$ cat config.mk
export PLATFORM = sky130hd
export DESIGN_NAME = instr_decode_stage
export DESIGN_NICKNAME = d
export VERILOG_FILES = /design/src/rtl/instr_decode_stage.sv
export SDC_FILE = /design/constraint.sdc
export NUM_CORES = 1
export LEC_CHECK = 0
export ABC_AREA = 1
export CAP_MARGIN = 20
export CORE_MARGIN = 3
export CORE_UTILIZATION = 50
export DETAILED_ROUTE_END_ITERATION = 10
export GPL_TIMING_DRIVEN = 1
export PLACE_DENSITY = 0.77
export SYNTH_ARGS = -nofsm -noshare
export SYNTH_HDL_FRONTEND = slang
export SYNTH_SLANG_ARGS = --single-unit
$ cat constraint.sdc
create_clock -name clk -period 12.5 [get_ports clk]
set_input_delay 1.25 -clock clk [delete_from_list [all_inputs] [get_ports clk]]
set_output_delay 1.25 -clock clk [all_outputs]
set_load 0.01 [all_outputs]
$ cat src/rtl/instr_decode_stage.sv
// RV32I decode stage: 2-entry skid FIFO with bypass feeding a registered decode
// output, with a one-cycle bubble on load-use hazards against the output register.
module instr_decode_stage #(
  parameter int PC_W = 32
) (
  input  logic            clk,
  input  logic            rst,
  input  logic            in_valid,
  output logic            in_ready,
  input  logic [31:0]     in_ins,
  input  logic [PC_W-1:0] in_pc,
  input  logic            flush,
  output logic            out_valid,
  input  logic            out_ready,
  output logic [31:0]     out_ins,
  output logic [PC_W-1:0] out_pc,
  output logic [2:0]      out_imm_type,
  output logic [1:0]      out_opcode,
  output logic [4:0]      out_rs1,
  output logic [4:0]      out_rs2,
  output logic [4:0]      out_rd,
  output logic            out_reg_we,
  output logic            out_mem_rd,
  output logic            out_mem_wr,
  output logic            out_branch,
  output logic            out_jump,
  output logic            out_illegal
);
  localparam logic [4:0] OPC_LOAD   = 5'b00000;
  localparam logic [4:0] OPC_OPIMM  = 5'b00100;
  localparam logic [4:0] OPC_AUIPC  = 5'b00101;
  localparam logic [4:0] OPC_STORE  = 5'b01000;
  localparam logic [4:0] OPC_OP     = 5'b01100;
  localparam logic [4:0] OPC_LUI    = 5'b01101;
  localparam logic [4:0] OPC_BRANCH = 5'b11000;
  localparam logic [4:0] OPC_JALR   = 5'b11001;
  localparam logic [4:0] OPC_JAL    = 5'b11011;
  localparam logic [4:0] OPC_SYSTEM = 5'b11100;

  logic [31:0]     r_fifo_ins [2];
  logic [PC_W-1:0] r_fifo_pc  [2];
  logic            r_rd_ptr, r_wr_ptr;
  logic [1:0]      r_count;
  logic [1:0]      w_count_next;

  logic            r_out_valid, r_out_reg_we, r_out_mem_rd, r_out_mem_wr;
  logic            r_out_branch, r_out_jump, r_out_illegal;
  logic [31:0]     r_out_ins;
  logic [PC_W-1:0] r_out_pc;
  logic [2:0]      r_out_imm_type;
  logic [1:0]      r_out_opcode;
  logic [4:0]      r_out_rs1, r_out_rs2, r_out_rd;

  logic            w_xfer, w_adv, w_src_valid, w_hazard, w_issue, w_push, w_pop;
  logic [31:0]     w_src_ins;
  logic [PC_W-1:0] w_src_pc;
  logic [2:0]      w_imm_type;
  logic [1:0]      w_class;
  logic            w_we, w_mrd, w_mwr, w_br, w_jmp, w_use1, w_use2, w_ill;

  assign in_ready    = (r_count != 2'd2);
  assign w_xfer      = in_valid & in_ready;
  assign w_adv       = !r_out_valid | out_ready;
  assign w_src_valid = (r_count != 2'd0) | w_xfer;
  assign w_src_ins   = (r_count != 2'd0) ? r_fifo_ins[r_rd_ptr] : in_ins;
  assign w_src_pc    = (r_count != 2'd0) ? r_fifo_pc[r_rd_ptr]  : in_pc;

  always_comb begin
    w_imm_type = 3'b111;
    w_class    = 2'b11;
    w_we       = 1'b0;
    w_mrd      = 1'b0;
    w_mwr      = 1'b0;
    w_br       = 1'b0;
    w_jmp      = 1'b0;
    w_use1     = 1'b0;
    w_use2     = 1'b0;
    w_ill      = 1'b0;
    if (w_src_ins[1:0] != 2'b11) begin
      w_ill = 1'b1;
    end else begin
      case (w_src_ins[6:2])
        OPC_LOAD:   begin w_imm_type = 3'b000; w_class = 2'b01; w_we = 1'b1; w_mrd = 1'b1; w_use1 = 1'b1; end
        OPC_OPIMM:  begin w_imm_type = 3'b000; w_class = 2'b00; w_we = 1'b1; w_use1 = 1'b1; end
        OPC_AUIPC:  begin w_imm_type = 3'b001; w_class = 2'b00; w_we = 1'b1; end
        OPC_STORE:  begin w_imm_type = 3'b110; w_class = 2'b01; w_mwr = 1'b1; w_use1 = 1'b1; w_use2 = 1'b1; end
        OPC_OP:     begin w_imm_type = 3'b111; w_class = 2'b00; w_we = 1'b1; w_use1 = 1'b1; w_use2 = 1'b1; end
        OPC_LUI:    begin w_imm_type = 3'b001; w_class = 2'b00; w_we = 1'b1; end
        OPC_BRANCH: begin w_imm_type = 3'b010; w_class = 2'b10; w_br = 1'b1; w_use1 = 1'b1; w_use2 = 1'b1; end
        OPC_JALR:   begin w_imm_type = 3'b000; w_class = 2'b11; w_we = 1'b1; w_jmp = 1'b1; w_use1 = 1'b1; end
        OPC_JAL:    begin w_imm_type = 3'b011; w_class = 2'b11; w_we = 1'b1; w_jmp = 1'b1; end
        OPC_SYSTEM: begin w_imm_type = 3'b111; w_class = 2'b11; end
        default:    w_ill = 1'b1;
      endcase
    end
    if (w_src_ins[11:7] == 5'd0) w_we = 1'b0;
  end

  // Only loads sitting in the output register can stall the word behind them.
  assign w_hazard = r_out_valid & r_out_mem_rd & (r_out_rd != 5'd0) &
                    ((w_use1 & (w_src_ins[19:15] == r_out_rd)) |
                     (w_use2 & (w_src_ins[24:20] == r_out_rd)));
  assign w_issue  = w_adv & w_src_valid & !w_hazard & !flush;
  assign w_pop    = w_issue & (r_count != 2'd0);
  // A bypassed word that issues skips the FIFO; a stalled or hazarded one is kept.
  assign w_push   = w_xfer & !flush & !(w_issue & (r_count == 2'd0));

  always_comb begin
    w_count_next = r_count;
    case ({w_push, w_pop})
      2'b10:   w_count_next = r_count + 2'd1;
      2'b01:   w_count_next = r_count - 2'd1;
      default: w_count_next = r_count;
    endcase
  end

  always_ff @(posedge clk) begin
    if (w_push) begin
      r_fifo_ins[r_wr_ptr] <= in_ins;
      r_fifo_pc[r_wr_ptr]  <= in_pc;
    end
  end

  always_ff @(posedge clk or posedge rst) begin
    if (rst) begin
      r_count  <= 2'd0;
      r_rd_ptr <= 1'b0;
      r_wr_ptr <= 1'b0;
    end else if (flush) begin
      r_count  <= 2'd0;
      r_rd_ptr <= 1'b0;
      r_wr_ptr <= 1'b0;
    end else begin
      r_count <= w_count_next;
      if (w_pop)  r_rd_ptr <= ~r_rd_ptr;
      if (w_push) r_wr_ptr <= ~r_wr_ptr;
    end
  end

  always_ff @(posedge clk or posedge rst) begin
    if (rst) begin
      r_out_valid    <= 1'b0;
      r_out_ins      <= '0;
      r_out_pc       <= '0;
      r_out_imm_type <= 3'b000;
      r_out_opcode   <= 2'b00;
      r_out_rs1      <= 5'd0;
      r_out_rs2      <= 5'd0;
      r_out_rd       <= 5'd0;
      r_out_reg_we   <= 1'b0;
      r_out_mem_rd   <= 1'b0;
      r_out_mem_wr   <= 1'b0;
      r_out_branch   <= 1'b0;
      r_out_jump     <= 1'b0;
      r_out_illegal  <= 1'b0;
    end else if (flush) begin
      r_out_valid <= 1'b0;
    end else if (w_adv) begin
      r_out_valid <= w_issue;
      if (w_issue) begin
        r_out_ins      <= w_src_ins;
        r_out_pc       <= w_src_pc;
        r_out_imm_type <= w_imm_type;
        r_out_opcode   <= w_class;
        r_out_rs1      <= w_src_ins[19:15];
        r_out_rs2      <= w_src_ins[24:20];
        r_out_rd       <= w_src_ins[11:7];
        r_out_reg_we   <= w_we;
        r_out_mem_rd   <= w_mrd;
        r_out_mem_wr   <= w_mwr;
        r_out_branch   <= w_br;
        r_out_jump     <= w_jmp;
        r_out_illegal  <= w_ill;
      end
    end
  end

  assign out_valid    = r_out_valid;
  assign out_ins      = r_out_ins;
  assign out_pc       = r_out_pc;
  assign out_imm_type = r_out_imm_type;
  assign out_opcode   = r_out_opcode;
  assign out_rs1      = r_out_rs1;
  assign out_rs2      = r_out_rs2;
  assign out_rd       = r_out_rd;
  assign out_reg_we   = r_out_reg_we;
  assign out_mem_rd   = r_out_mem_rd;
  assign out_mem_wr   = r_out_mem_wr;
  assign out_branch   = r_out_branch;
  assign out_jump     = r_out_jump;
  assign out_illegal  = r_out_illegal;
endmodule

==> impl_results.md <==
* Category of the worst setup path launch point: register
* Status: finished clean
* Number of enable-type register cells in the synthesized netlist at about 130
* Slew margin rel. at 30.0%
* Fin nets at ~990
* Pre-CTS worst setup slack at approximately 7800 ps
* Critical path data required time at roughly 13000 ps
* Die footprint at 19600 um2
* Post_cts resized at 0
* Clk Tree Root Cell: clkbuf_16
* Fin. max-slew vios at 0
* Total global routing overflow at 0
* CP max stage delay at between 800 and 900 ps
* Count of endpoints failing hold in the final timing report at 0
* Ports at about 160
* Source-to-sink clock delay at the later pin of the worst-skew pair at 500 ps
* CTS tree: built
* Primary flip-flop cell chosen by synthesis mapping: edfxtp_1
* Period Utilization, post-route at around a third
* Antenna diode count at 0
* Worst Tran Pin Value at around 1000 ps
* Xor-xnor portion of the synthesized cell area at 0%
* Maximum number of pins on one net before global-route repair at 96
* Mux cell area share after synthesis at 0.670%
* Die extent in y at about 140 um
* Via density at between 5 and 6
* Utilization after layout at 65.0%
* Number of setup buffers added after CTS at 0
* Die span in x at 140 um
* Total power at a little under 2000 uW
* Reg area at 5850 um2
* CTS H-tree lvls at 1
* Class of the worst hold path: reg -> reg
* Deepest clock path buffer count at 3
* Cell area after synthesis at about 9000 um2
* Flip-flop and latch count after synthesis at approximately 210
* Clock-pin slew reported for the worst setup and hold paths after clock tree synthesis at about 60 ps
* Starting utilization of the core area at between 50% and 60%
* Cells on Worst Hold Path at 2
* Data arrival time of the critical path at ~4500 ps
* Time the worst path needs with I/O delays and setup at roughly 4300 ps
* Fin worst setup slack at slightly above 8000 ps
* Logic depth of the worst setup path including buffers at 15
* Max frequency at about 230 MHz
* Syn Inst Count at around 790
* Cell Rows at 48
* Static Leakage at approximately 0.0045 uW
* Number of placed instances with taps included at approximately 1100
* WS Path Type: reg -> reg
* Layout overhead on the synthesized area at 26.2%
* Worst Setup SP: r_count[0]
* Number of antenna violations at the first check in global routing at 3
* Simple-gate share of the synthesized area at between 15 and 20%
* Wire length after detailed routing at about 21 mm
* Final-layout setup total negative slack at 0 ps
* Mapped Avg Cell Area at 11.4 um2
* Area of combinational cells with multiple inputs at around 2700 um2
* CORE AREA at between 15000 and 20000 um2
* HPWL Detailed at about 13 mm
* Arithmetic-cell share of the synthesized area counting full adders, half adders and majority gates at 0%
* Critical path buffers and inverters at 3
* First-pass GRT wire length at roughly 34 mm
* CP max FO at 40
* Critical-path cell list: inv_2 -> nand2_2 -> nand3_1 -> nand2_2 -> inv_2 -> nor2_4 -> nand2_1 -> nand2_1 -> nand3_1 -> nand2_2 -> nand2_2 -> nand2_4 -> o21ai_1 -> nor2_4 -> buf_4
* Number of standard cells in the final layout excluding fillers at approximately 1200
* Post-synthesis cell type with the largest combined area: edfxtp_1
* Overall routing resource usage at 21.4%
* Number of max-capacitance violations reported at 0
* Compound-cell area share of the yosys netlist at approximately an eighth
* Crit Reg-Reg Endpoint: r_fifo_pc[1][6]
* Cell family with the largest share of critical-path delay: simple AND/OR/NAND/NOR gates
* Worst flop-to-flop path startpoint: r_count[0]
* Clock Skew at about 13 ps
* Leading post-synthesis cells by cell area: edfxtp_1 43%, dfrtp_1 22%, nand2_1 9.5%
* Number of CTS-inserted buffers at 22
* Combinational family with the most area after synthesis: simple AND/OR/NAND/NOR gates
* Clock sink total at approximately 210
* Maximum ir drop on the vdd rail at ~0.00013 V
* Routability congestion estimate at around 0.85
* Total number of yosys warnings at 0
* Top cells by instance count after synthesis: 227 x nand2_1, 128 x edfxtp_1, 80 x dfrtp_1, 59 x o21ai_0, 40 x o211ai_2
* Fraction of final layout cells with drive strength greater than 1 at 15.5%
* Final Setup Violations at 0
* Cts-stage hold buffer count at 0
* Number of nets in the synthesized netlist at approximately 850
* Yosys top cell area share at 42.9%
* Count of input and output buffers at 160
* Number of global-route vias before repair at approximately 6600
* PD cells at between 150 and 200 nW/um2
* Netlist cell types at 33
* Filler Cell Count at ~1400
* Vias after detailed routing at roughly 6400
* Critical path capture point: r_fifo_pc[1][6]
* Ys async rst share at between 30% and 40%
* Sequential cell area fraction in the yosys report at between 60% and 70%
* Starting DRT DRC Count at about 330
* Most prevalent standard cell on the critical path: nand2_2
* Worst Reg-to-Reg Cells at 15
* Number of remaining DRC errors at 0
* Setup repair after global routing missed its margin: no
* Register-to-register setup slack at between 8000 and 9000 ps
* Nature of the critical path endpoint: register
* Count of antenna-violating nets left after detailed routing at 0
* Wire length per cell after detailed routing at approximately 18 um
* Top-count cell post-synth: nand2_1
* Slowest CP cell: nor2_4
* Detailed-router iteration count before antenna repair at 8
-- placed cells by master (no fill, tap or decap), types with 6 or more instances in the layout --
cell type	instances
nand2_1	227
clkdlybuf4s50_1	160
edfxtp_1	128
dfrtp_1	79
o21ai_0	59
o211ai_2	40
nand3_1	37
or2_2	36
inv_1	24
clkbuf_16	22
nor2_1	21
o21ai_1	12
a21oi_1	11
nand2_2	8
nand4_1	7
nor2_4	6
a31oi_1	6
clkinv_2	6
mux2i_1	6
-- routing by layer --
layer  track usage, %  vias to the layer above  routed length, um
met5                0                        -                 34
met4             4.64                        6                351
met3             3.89                       28               1300
met2             37.5                      218              10400
met1             28.1                     3126               8760
li1                 -                     2978                  -
-- how the worst min path moves through the flow --
stage	startpoint	to	slack, ps
after floorplan	r_wr_ptr	r_wr_ptr	480
after global placement	out_jump	out_jump	470
after detailed placement	out_mem_wr	out_mem_wr	470
after CTS	out_ins[5]	out_ins[5]	490
after global routing	out_jump	out_jump	500
final	out_mem_wr	out_mem_wr	480
-- tightest hold or removal path, cell delays in order, from the launching register on --
cell     delay [ps]
dfrtp_1         340
nand2_1          60
o31ai_1          50
-- registers in the layout, indices dropped and copies added, names as in the netlist, 2 cells and up --
| signal | cells |
|---|---|
| r_fifo_ins | 64 |
| out_pc | 32 |
| out_opcode | 2 |
| out_ins | 32 |
| out_imm_type | 3 |
| r_fifo_pc | 64 |
| r_count | 2 |
-- final cells by class --
type	instances	share of cell area [%]
flip-flops and latches	208	51.7
multi-input cells	494	23.6
repair buffers	166	14.7
clock buffers	22	4.87
well taps	225	2.49
clock inverters	18	1.64
inverters	31	1.04
-- stage by stage --
stage	cell area (um2)	hold WS, ps
2_1_floorplan	8960	484
3_3_place_gp	10600	469
3_5_place_dp	10600	475
4_1_cts	11300	489
5_1_grt	11300	501
6_report	11300	485
-- cell families (layout without fill, tap and decap cells) --
| family | after synthesis | after routing |
|---|---|---|
| compound gates | 140 | 140 |
| flops | 208 | 208 |
| buf+inv | 83 | 237 |
| simple gates | 348 | 348 |
| mux | 6 | 6 |
-- power breakdown --
part           total, uW  internal, uW  switching [uW]
sequential           872           817            54.9
clock                655           386             269
combinational        437           219             218
total               1960          1420             542
Power figures use the tool's default switching activity.
